[src/rtl/adder_arbiter.sv]
// Two-requester add/sub unit: round-robin arbitration into one shared adder,
// one operation in flight, fixed IDLE -> EXEC -> RESP sequence.
module adder_arbiter #(
    parameter int WIDTH = 64
) (
    input  logic             clk,
    input  logic             reset,
    input  logic [1:0]       req_valid,
    output logic [1:0]       req_ready,
    input  logic [1:0]       req_sub,
    input  logic [WIDTH-1:0] req_a0,
    input  logic [WIDTH-1:0] req_b0,
    input  logic [WIDTH-1:0] req_a1,
    input  logic [WIDTH-1:0] req_b1,
    output logic             resp_valid,
    input  logic             resp_ready,
    output logic             resp_id,
    output logic [WIDTH-1:0] result,
    output logic [3:0]       flags
);
    typedef enum logic [1:0] {IDLE, EXEC, RESP} state_t;

    state_t           state;
    logic             last_grant;
    logic             grant_id;
    logic             op_sub;
    logic             id_q;
    logic [WIDTH-1:0] a_q;
    logic [WIDTH-1:0] b_q;
    logic [WIDTH-1:0] b_eff;
    logic [WIDTH:0]   sum;
    logic             ovf;
    logic             is_zero;

    // On a tie the requester that did not win last time goes next.
    always_comb begin
        grant_id = req_valid[1];
        if (req_valid == 2'b11) grant_id = ~last_grant;
        req_ready = 2'b00;
        if (!reset && state == IDLE && req_valid != 2'b00) req_ready[grant_id] = 1'b1;
    end

    always_comb begin
        b_eff   = op_sub ? ~b_q : b_q;
        sum     = {1'b0, a_q} + {1'b0, b_eff} + {{WIDTH{1'b0}}, op_sub};
        ovf     = (a_q[WIDTH-1] == b_eff[WIDTH-1]) && (sum[WIDTH-1] != a_q[WIDTH-1]);
        is_zero = (sum[WIDTH-1:0] == '0);
    end

    always_ff @(posedge clk) begin
        if (reset) begin
            state      <= IDLE;
            last_grant <= 1'b1;
            op_sub     <= 1'b0;
            id_q       <= 1'b0;
            a_q        <= '0;
            b_q        <= '0;
            resp_valid <= 1'b0;
            resp_id    <= 1'b0;
            result     <= '0;
            flags      <= 4'b0000;
        end else begin
            case (state)
                IDLE: begin
                    if ((req_valid & req_ready) != 2'b00) begin
                        a_q        <= grant_id ? req_a1 : req_a0;
                        b_q        <= grant_id ? req_b1 : req_b0;
                        op_sub     <= req_sub[grant_id];
                        id_q       <= grant_id;
                        last_grant <= grant_id;
                        state      <= EXEC;
                    end
                end
                EXEC: begin
                    result     <= sum[WIDTH-1:0];
                    flags      <= {sum[WIDTH-1], is_zero, ovf, sum[WIDTH]};
                    resp_id    <= id_q;
                    resp_valid <= 1'b1;
                    state      <= RESP;
                end
                RESP: begin
                    if (resp_ready) begin
                        resp_valid <= 1'b0;
                        state      <= IDLE;
                    end
                end
                default: state <= IDLE;
            endcase
        end
    end
endmodule

[config.mk]
export PLATFORM = sky130hd
export DESIGN_NAME = adder_arbiter
export DESIGN_NICKNAME = d
export VERILOG_FILES = /design/src/rtl/adder_arbiter.sv
export SDC_FILE = /design/constraint.sdc
export NUM_CORES = 1
export LEC_CHECK = 0
export ABC_AREA = 1
export BUFFER_PORTS_ARGS = -buffer_cell sky130_fd_sc_hd__buf_2
export CAP_MARGIN = 20
export CORE_UTILIZATION = 56
export DETAILED_ROUTE_END_ITERATION = 8
export HOLD_SLACK_MARGIN = 0.1
export PLACE_DENSITY = 0.83
export SKIP_CTS_REPAIR_TIMING = 1
export SKIP_LAST_GASP = 1
export SYNTH_ARGS = -nofsm -noshare
export SYNTH_HDL_FRONTEND = slang
export SYNTH_SLANG_ARGS = --single-unit
[constraint.sdc]
create_clock -name clk -period 3.85 [get_ports clk]
set_clock_uncertainty 0.2 [all_clocks]
set_input_delay 0.5775 -clock clk [delete_from_list [all_inputs] [get_ports clk]]
set_output_delay 0.5775 -clock clk [all_outputs]
set_load 0.05 [all_outputs]
; ---- Word level (Yosys, flattened, before mapping)
; Cells that the tools add are included.
[totals]
register_bits = 203
in_bits = 263
out_inout_bits = 72
wordCells = 51
[classes]
n_addsub = 2
n_lt_le_gt_ge = 2
n_eq_ne = 7
mux = 14
n_bitwise = 3
n_reduce_logical = 13
[ops]
columns = cell, count
row1 = 64-bit 2-to-1 mux, 3
row2 = 64-bit by 64-bit adder with 65-bit output, 1
row3 = 65-bit by 1-bit adder with 65-bit output, 1
row4 = 64-bit logical NOT, 1
row5 = 64-bit inverter, 1
row6 = 2-bit 2-to-1 mux, 3
row7 = 2-bit case mux with 3 select lines, 1
row8 = 2-bit AND reduction, 3
row9 = 2-bit nonzero test, 3
row10 = 1-bit 2-to-1 mux, 5
row11 = "2-bit == test, second input constant", 2
row12 = 1-bit logical AND, 4
row13 = 2-bit AND, 1
row14 = "2-bit by 1-bit == test with 1-bit output, second input constant", 1
row15 = 2-bit logical NOT, 1
row16 = "1-bit by 2-bit less-than comparator with 1-bit output, second input constant", 1
row17 = "2-bit by 1-bit != test with 1-bit output, second input constant", 1
row18 = "2-bit != test, second input constant", 1
row19 = 1-bit case mux with 2 select lines, 1
row20 = 1-bit demux with 1-bit select, 1
row21 = 1-bit == test, 1
row22 = "1-bit greater-or-equal comparator, second input constant", 1
row23 = 1-bit logical NOT, 1
row24 = 1-bit != test, 1
row25 = 1-bit inverter, 1

; ---- Depth between registers and ports, before layout
[logic_depth]
ltp_word = 11
mapped_depth = 24
mapped_depth_nobuf = 22

; ---- Least setup slack after synthesis
; Ideal clock, no wire load.
[synth_path]
path_type = register to register
startpoint = reg op_sub
endpoint = reg flags[2]
setup_time_ns = 0.067
t_arrival_ns = 2.894
required_time_ns = 3.583
path_slack_ns = 0.689
path_stages_with_launch = 20
path_buffers = 2
synth_period_minus_slack_ns = 3.161
cell_sequence = dfxtp_1 -> clkbuf_1 -> buf_1 -> xor2_1 -> ha_1 -> nand2_1 -> inv_2 -> a21oi_1 -> nand2_1 -> nand2_1 -> nand3_2 -> nand2_1 -> nand2_1 -> xnor2_1 -> nand2_1 -> nor2_1 -> nand2_1 -> nor2_1 -> nand3_1 -> a21oi_2
[synth_via]
elab_chain_cells = 4
[synth_rtl]
columns = item, line_no
row1 = "start, declared", 26  ; logic op_sub;
row2 = "start signal, assigned", 68  ; op_sub <= req_sub[grant_id];
row3 = 64-bit 2-to-1 mux, 44  ; b_eff = op_sub ? ~b_q : b_q;
row4 = 64-bit by 64-bit adder with 65-bit output, 45  ; sum = {1'b0, a_q} + {1'b0, b_eff} + {{WIDTH{1'b0}}, op_sub};
row5 = 65-bit by 1-bit adder with 65-bit output *, 45
row6 = 64-bit logical NOT *, 47  ; is_zero = (sum[WIDTH-1:0] == '0);
row7 = "end signal, assigned", 76  ; flags <= {sum[WIDTH-1], is_zero, ovf, sum[WIDTH]};
row8 = "end, declared", 19  ; output logic [3:0] flags
; Mark *: on every way between the ends. The rest lies on a longest branch, timed or not.
; A chain may end at the register's enable or synchronous reset.

; ---- Worst setup path after layout
; Ends and elaborated chain as after synthesis.

==> impl_results.html <==
<table>
<tr><th>Metric</th><th>Value</th></tr>
<tr><th colspan="2">Outcome</th></tr>
<tr><td>Status</td><td>complete, no violations</td></tr>
<tr><th colspan="2">Setup path</th></tr>
<tr><td>Required time of the critical path</td><td>4.10 ns</td></tr>
<tr><td>Worst path arrival time</td><td>around 3.9 ns</td></tr>
<tr><td>Family with the most delay on the worst path</td><td>simple AND/OR/NAND/NOR gates</td></tr>
<tr><td>Critical path depth</td><td>19</td></tr>
<tr><td>Critical path start-end classification</td><td>reg2reg</td></tr>
<tr><td>Crit path capture type</td><td>flop</td></tr>
<tr><td>Cell with the most instances on the worst path</td><td>nand2_1</td></tr>
<tr><td>Cell with the largest stage delay on the worst path</td><td>ha_1</td></tr>
<tr><td>Reg2reg path depth</td><td>19</td></tr>
<tr><td>Worst Path Buf+Inv</td><td>2</td></tr>
<tr><td>Setup slack of the worst register-to-register path</td><td>0.22 ns</td></tr>
<tr><td>Critical Path Start Type</td><td>flop</td></tr>
<tr><td>Cell-by-cell trace of the critical path</td><td>buf_12, xor2_1, ha_1, nand2_1, nor2_1, nand2_1, inv_1, nand2_1, nor3_1, nand2_1, nand3b_1, nand2_1, nand2_1, nand2_1, nor2_1, nand2_1, nor2_1, nand3_1, a21oi_2</td></tr>
<tr><td>Highest fanout seen on the critical path</td><td>37</td></tr>
<tr><td>CP peak stage delay</td><td>0.48 ns</td></tr>
<tr><th colspan="2">Synth</th></tr>
<tr><td>Post-synthesis instance area</td><td>between 0.01 and 0.015 sq mm</td></tr>
<tr><td>Most frequent cells after synthesis</td><td>nand2_1 (1027), inv_1 (336), dfxtp_1 (202)</td></tr>
<tr><td>Xor/xnor share of the synthesized area</td><td>4.41%</td></tr>
<tr><td>Portion of synthesized cell area occupied by the leading cell type</td><td>27.9%</td></tr>
<tr><td>Number of nets produced by synthesis</td><td>2770</td></tr>
<tr><td>Fraction of the mapped netlist area in adder cells</td><td>between 6 and 7%</td></tr>
<tr><td>Leading cell type by number of instances after synthesis</td><td>nand2_1</td></tr>
<tr><td>Library cell with the largest summed area after synthesis</td><td>dfxtp_1</td></tr>
<tr><td>Largest cells by area after synthesis</td><td>dfxtp_1 (28%), nand2_1 (27%), inv_1 (8.7%)</td></tr>
<tr><td>Compound-cell area share of the yosys netlist</td><td>12.3%</td></tr>
<tr><td>Count of synthesis-stage warnings from yosys</td><td>0</td></tr>
<tr><td>Largest family of logic cells by synthesized area</td><td>simple AND/OR/NAND/NOR gates</td></tr>
<tr><td>Main flop type after synthesis</td><td>dfxtp_1</td></tr>
<tr><td>Post-Synth Simple-Gate Area</td><td>37.7%</td></tr>
<tr><td>Fraction of the yosys area taken by sequential cells</td><td>27.9%</td></tr>
<tr><td>Post-synthesis sequential element count</td><td>202</td></tr>
<tr><td>Synth cell types</td><td>39</td></tr>
<tr><td>Synth async-reset ratio</td><td>0%</td></tr>
<tr><td>Multiplexer fraction of the synthesized cell area</td><td>0%</td></tr>
<tr><td>Mean instance size in the synthesized netlist</td><td>5.95 sq um</td></tr>
<tr><td>Post-synth EDFFs</td><td>0</td></tr>
<tr><td>Synthesized instance count</td><td>around 2400</td></tr>
<tr><th colspan="2">Flow run</th></tr>
<tr><td>Max-cap violations</td><td>0</td></tr>
<tr><th colspan="2">Clock tree</th></tr>
<tr><td>Clock sink count</td><td>202</td></tr>
<tr><td>H-tree depth reported by CTS</td><td>1</td></tr>
<tr><td>Clock latency reported for the late side of the worst-skew pair</td><td>between 0.5 and 0.6 ns</td></tr>
<tr><td>TritonCTS clock tree</td><td>built</td></tr>
<tr><td>Root buffer selected by CTS</td><td>clkbuf_16</td></tr>
<tr><td>Total clock buffers created by CTS</td><td>21</td></tr>
<tr><td>Maximum clock insertion buffer count</td><td>3</td></tr>
<tr><td>Register clock-pin slew on the reported worst setup and hold paths</td><td>0.06 ns</td></tr>
<tr><th colspan="2">Layout</th></tr>
<tr><td>Signed area change from the synthesized netlist to the final layout</td><td>18.3%</td></tr>
<tr><td>Layout Nets</td><td>~3100</td></tr>
<tr><td>Layout cell share with drive strength beyond 1</td><td>roughly 16%</td></tr>
<tr><td>Diode insertion count for antenna repair</td><td>0</td></tr>
<tr><th colspan="2">Power</th></tr>
<tr><td>Maximum ir drop on the vdd rail</td><td>0.490 mV</td></tr>
<tr><td>Areal power density over the cells</td><td>388 mW/mm^2</td></tr>
<tr><td>Static Leak</td><td>9.46 nW</td></tr>
<tr><th colspan="2">Worst hold path</th></tr>
<tr><td>Cell depth of the worst hold path</td><td>3</td></tr>
<tr><td>Worst hold path class</td><td>in2reg</td></tr>
<tr><th colspan="2">Floorplanning</th></tr>
<tr><td>Floorplan Core Area</td><td>about 0.025 sq mm</td></tr>
<tr><td>Row count</td><td>58</td></tr>
<tr><td>Die width</td><td>163 um</td></tr>
<tr><td>I/O pin cnt</td><td>approximately 340</td></tr>
<tr><td>Initial Util</td><td>57.4%</td></tr>
<tr><td>Die H</td><td>163 um</td></tr>
<tr><td>Die area</td><td>0.0265 sq mm</td></tr>
<tr><th colspan="2">Global routing</th></tr>
<tr><td>Vias in the first global route</td><td>14500</td></tr>
<tr><td>Pin count of the biggest net entering global routing</td><td>between 80 and 90</td></tr>
<tr><td>Wire length of the first global-routing pass</td><td>75.0 mm</td></tr>
<tr><td>Number of antenna violations at the first check in global routing</td><td>0</td></tr>
<tr><td>Remaining global-route overflow</td><td>0</td></tr>
<tr><td>Overall fraction of global-route tracks in use</td><td>35.4%</td></tr>
<tr><th colspan="2">STA</th></tr>
<tr><td>Setup-failing EPs final</td><td>0</td></tr>
<tr><td>Worst slew pin tran</td><td>between 0.9 and 1 ns</td></tr>
<tr><td>Portion of the clock cycle consumed by the worst path in the final layout</td><td>94.3%</td></tr>
<tr><td>Max-slew headroom</td><td>34.9%</td></tr>
<tr><td>Unrepaired setup endpoints after global routing</td><td>false</td></tr>
<tr><td>Endpoints failing hold</td><td>0</td></tr>
<tr><td>Sum Neg Setup Slack</td><td>0 ns</td></tr>
<tr><td>Total count of max-transition violations in the final report</td><td>0</td></tr>
<tr><td>FMAX</td><td>276 MHz</td></tr>
<tr><td>Final critical-path setup slack</td><td>roughly 0.22 ns</td></tr>
<tr><td>Min Clock Period, post-route</td><td>3.63 ns</td></tr>
<tr><th colspan="2">Place</th></tr>
<tr><td>Setup WS pre-CTS</td><td>0.340 ns</td></tr>
<tr><td>GPL Wtd Cong</td><td>~1.0</td></tr>
<tr><td>Placed wire-length estimate after detailed placement</td><td>38.4 mm</td></tr>
<tr><td>Input/output buffers</td><td>334</td></tr>
<tr><th colspan="2">Route</th></tr>
<tr><td>WL per Instance</td><td>roughly 16 um</td></tr>
<tr><td>DR vias/cell</td><td>5.31</td></tr>
<tr><td>DR pass1 iterations</td><td>6</td></tr>
<tr><td>Via count</td><td>16300</td></tr>
<tr><td>Routed wire length</td><td>48.1 mm</td></tr>
<tr><td>Number of DRC violations after detailed routing</td><td>0</td></tr>
<tr><td>DRT antenna net count</td><td>0</td></tr>
<tr><td>First-iteration detailed-routing DRC count</td><td>1581</td></tr>
</table>
==> sequential cells by signal, summed over array words and instances (netlist names), 2 cells and up <==
signal and flops:
a_q 64, b_q 64, result 64, flags 3, state 2
==> final cells by class <==
type | count | area (sq um)
clock buffers | 31 | 624
clock inverters | 5 | 104
fillers | 2268 | 8120
inverters | 356 | 1340
multi-input cells | 1793 | 8780
flip-flops and latches | 202 | 4050
well taps | 330 | 413
repair buffers | 351 | 1830
==> where the power goes <==
group | switching, mW | total [mW] | internal (mW)
combinational | 1.41 | 2.07 | 0.654
clock | 0.864 | 2.18 | 1.32
sequential | 0.130 | 2.40 | 2.27
total | 2.41 | 6.65 | 4.25
==> stage by stage <==
stage / std cells / hold WS [ns] / total power, mW / area (sq um) / utilization [%]
2_1_floorplan: 2437 / 0.230 / 3.79 / 14500 / -
3_3_place_gp: 3030 / 0.252 / 4.42 / 16400 / 64.9
3_5_place_dp: 3030 / 0.259 / 4.45 / 16400 / 64.9
4_1_cts: 3066 / 0.0731 / 6.63 / 17100 / 67.8
5_1_grt: 3068 / 0.119 / 6.94 / 17100 / 67.9
6_report: 3068 / 0.113 / 6.65 / 17100 / 67.9
==> per-layer routing <==
metal	vias up	track usage (%)	share of wire, %	routed length (um)
met5	-	0	0	0
met4	0	6.63	1.8	843
met3	50	4.53	8.3	3980
met2	705	55.3	43	20500
met1	7346	51.9	47	22800
li1	8191	-	-	-
==> tightest hold or removal path: stages <==
cell,delay (ns)
buf_2,0.09
nand2_1,0.05
a31oi_1,0.06
==> logic make-up (layout without fill, tap and decap cells) <==
kind of cell | Yosys count | in the layout
adders and majority gates | 70 | 70
buffers and inverters | 442 | 743
AOI/OAI and AO/OA | 298 | 298
DFF | 202 | 202
xor gates and xnor gates | 73 | 73
and+or+nand+nor | 1352 | 1352
==> worst paths after layout <==
kind	start	endpoint
hold reg to reg	id_q	resp_id
setup / recovery	op_sub	flags[2]
setup reg to reg	op_sub	flags[2]
hold / removal	req_a0[24]	a_q[24]
==> placed cells by master, fill, tap and decap left out, types with 5 or more instances in the layout <==
| master | instances |
|---|---|
| o211ai_1 | 36 |
| nand2_2 | 15 |
| inv_2 | 15 |
| a31oi_1 | 130 |
| o21bai_1 | 7 |
| inv_1 | 336 |
| nor3_1 | 11 |
| nand2_1 | 1027 |
| buf_4 | 14 |
| nand3_1 | 60 |
| clkbuf_1 | 5 |
| nor2_2 | 17 |
| nand3_2 | 7 |
| dfxtp_1 | 201 |
| nand4_1 | 12 |
| o21ai_0 | 49 |
| xor2_1 | 69 |
| a21oi_1 | 69 |
| buf_2 | 333 |
| nor2_1 | 169 |
| ha_1 | 69 |
| nand3b_1 | 25 |
| clkbuf_16 | 22 |
Power figures use the tool's default switching activity.
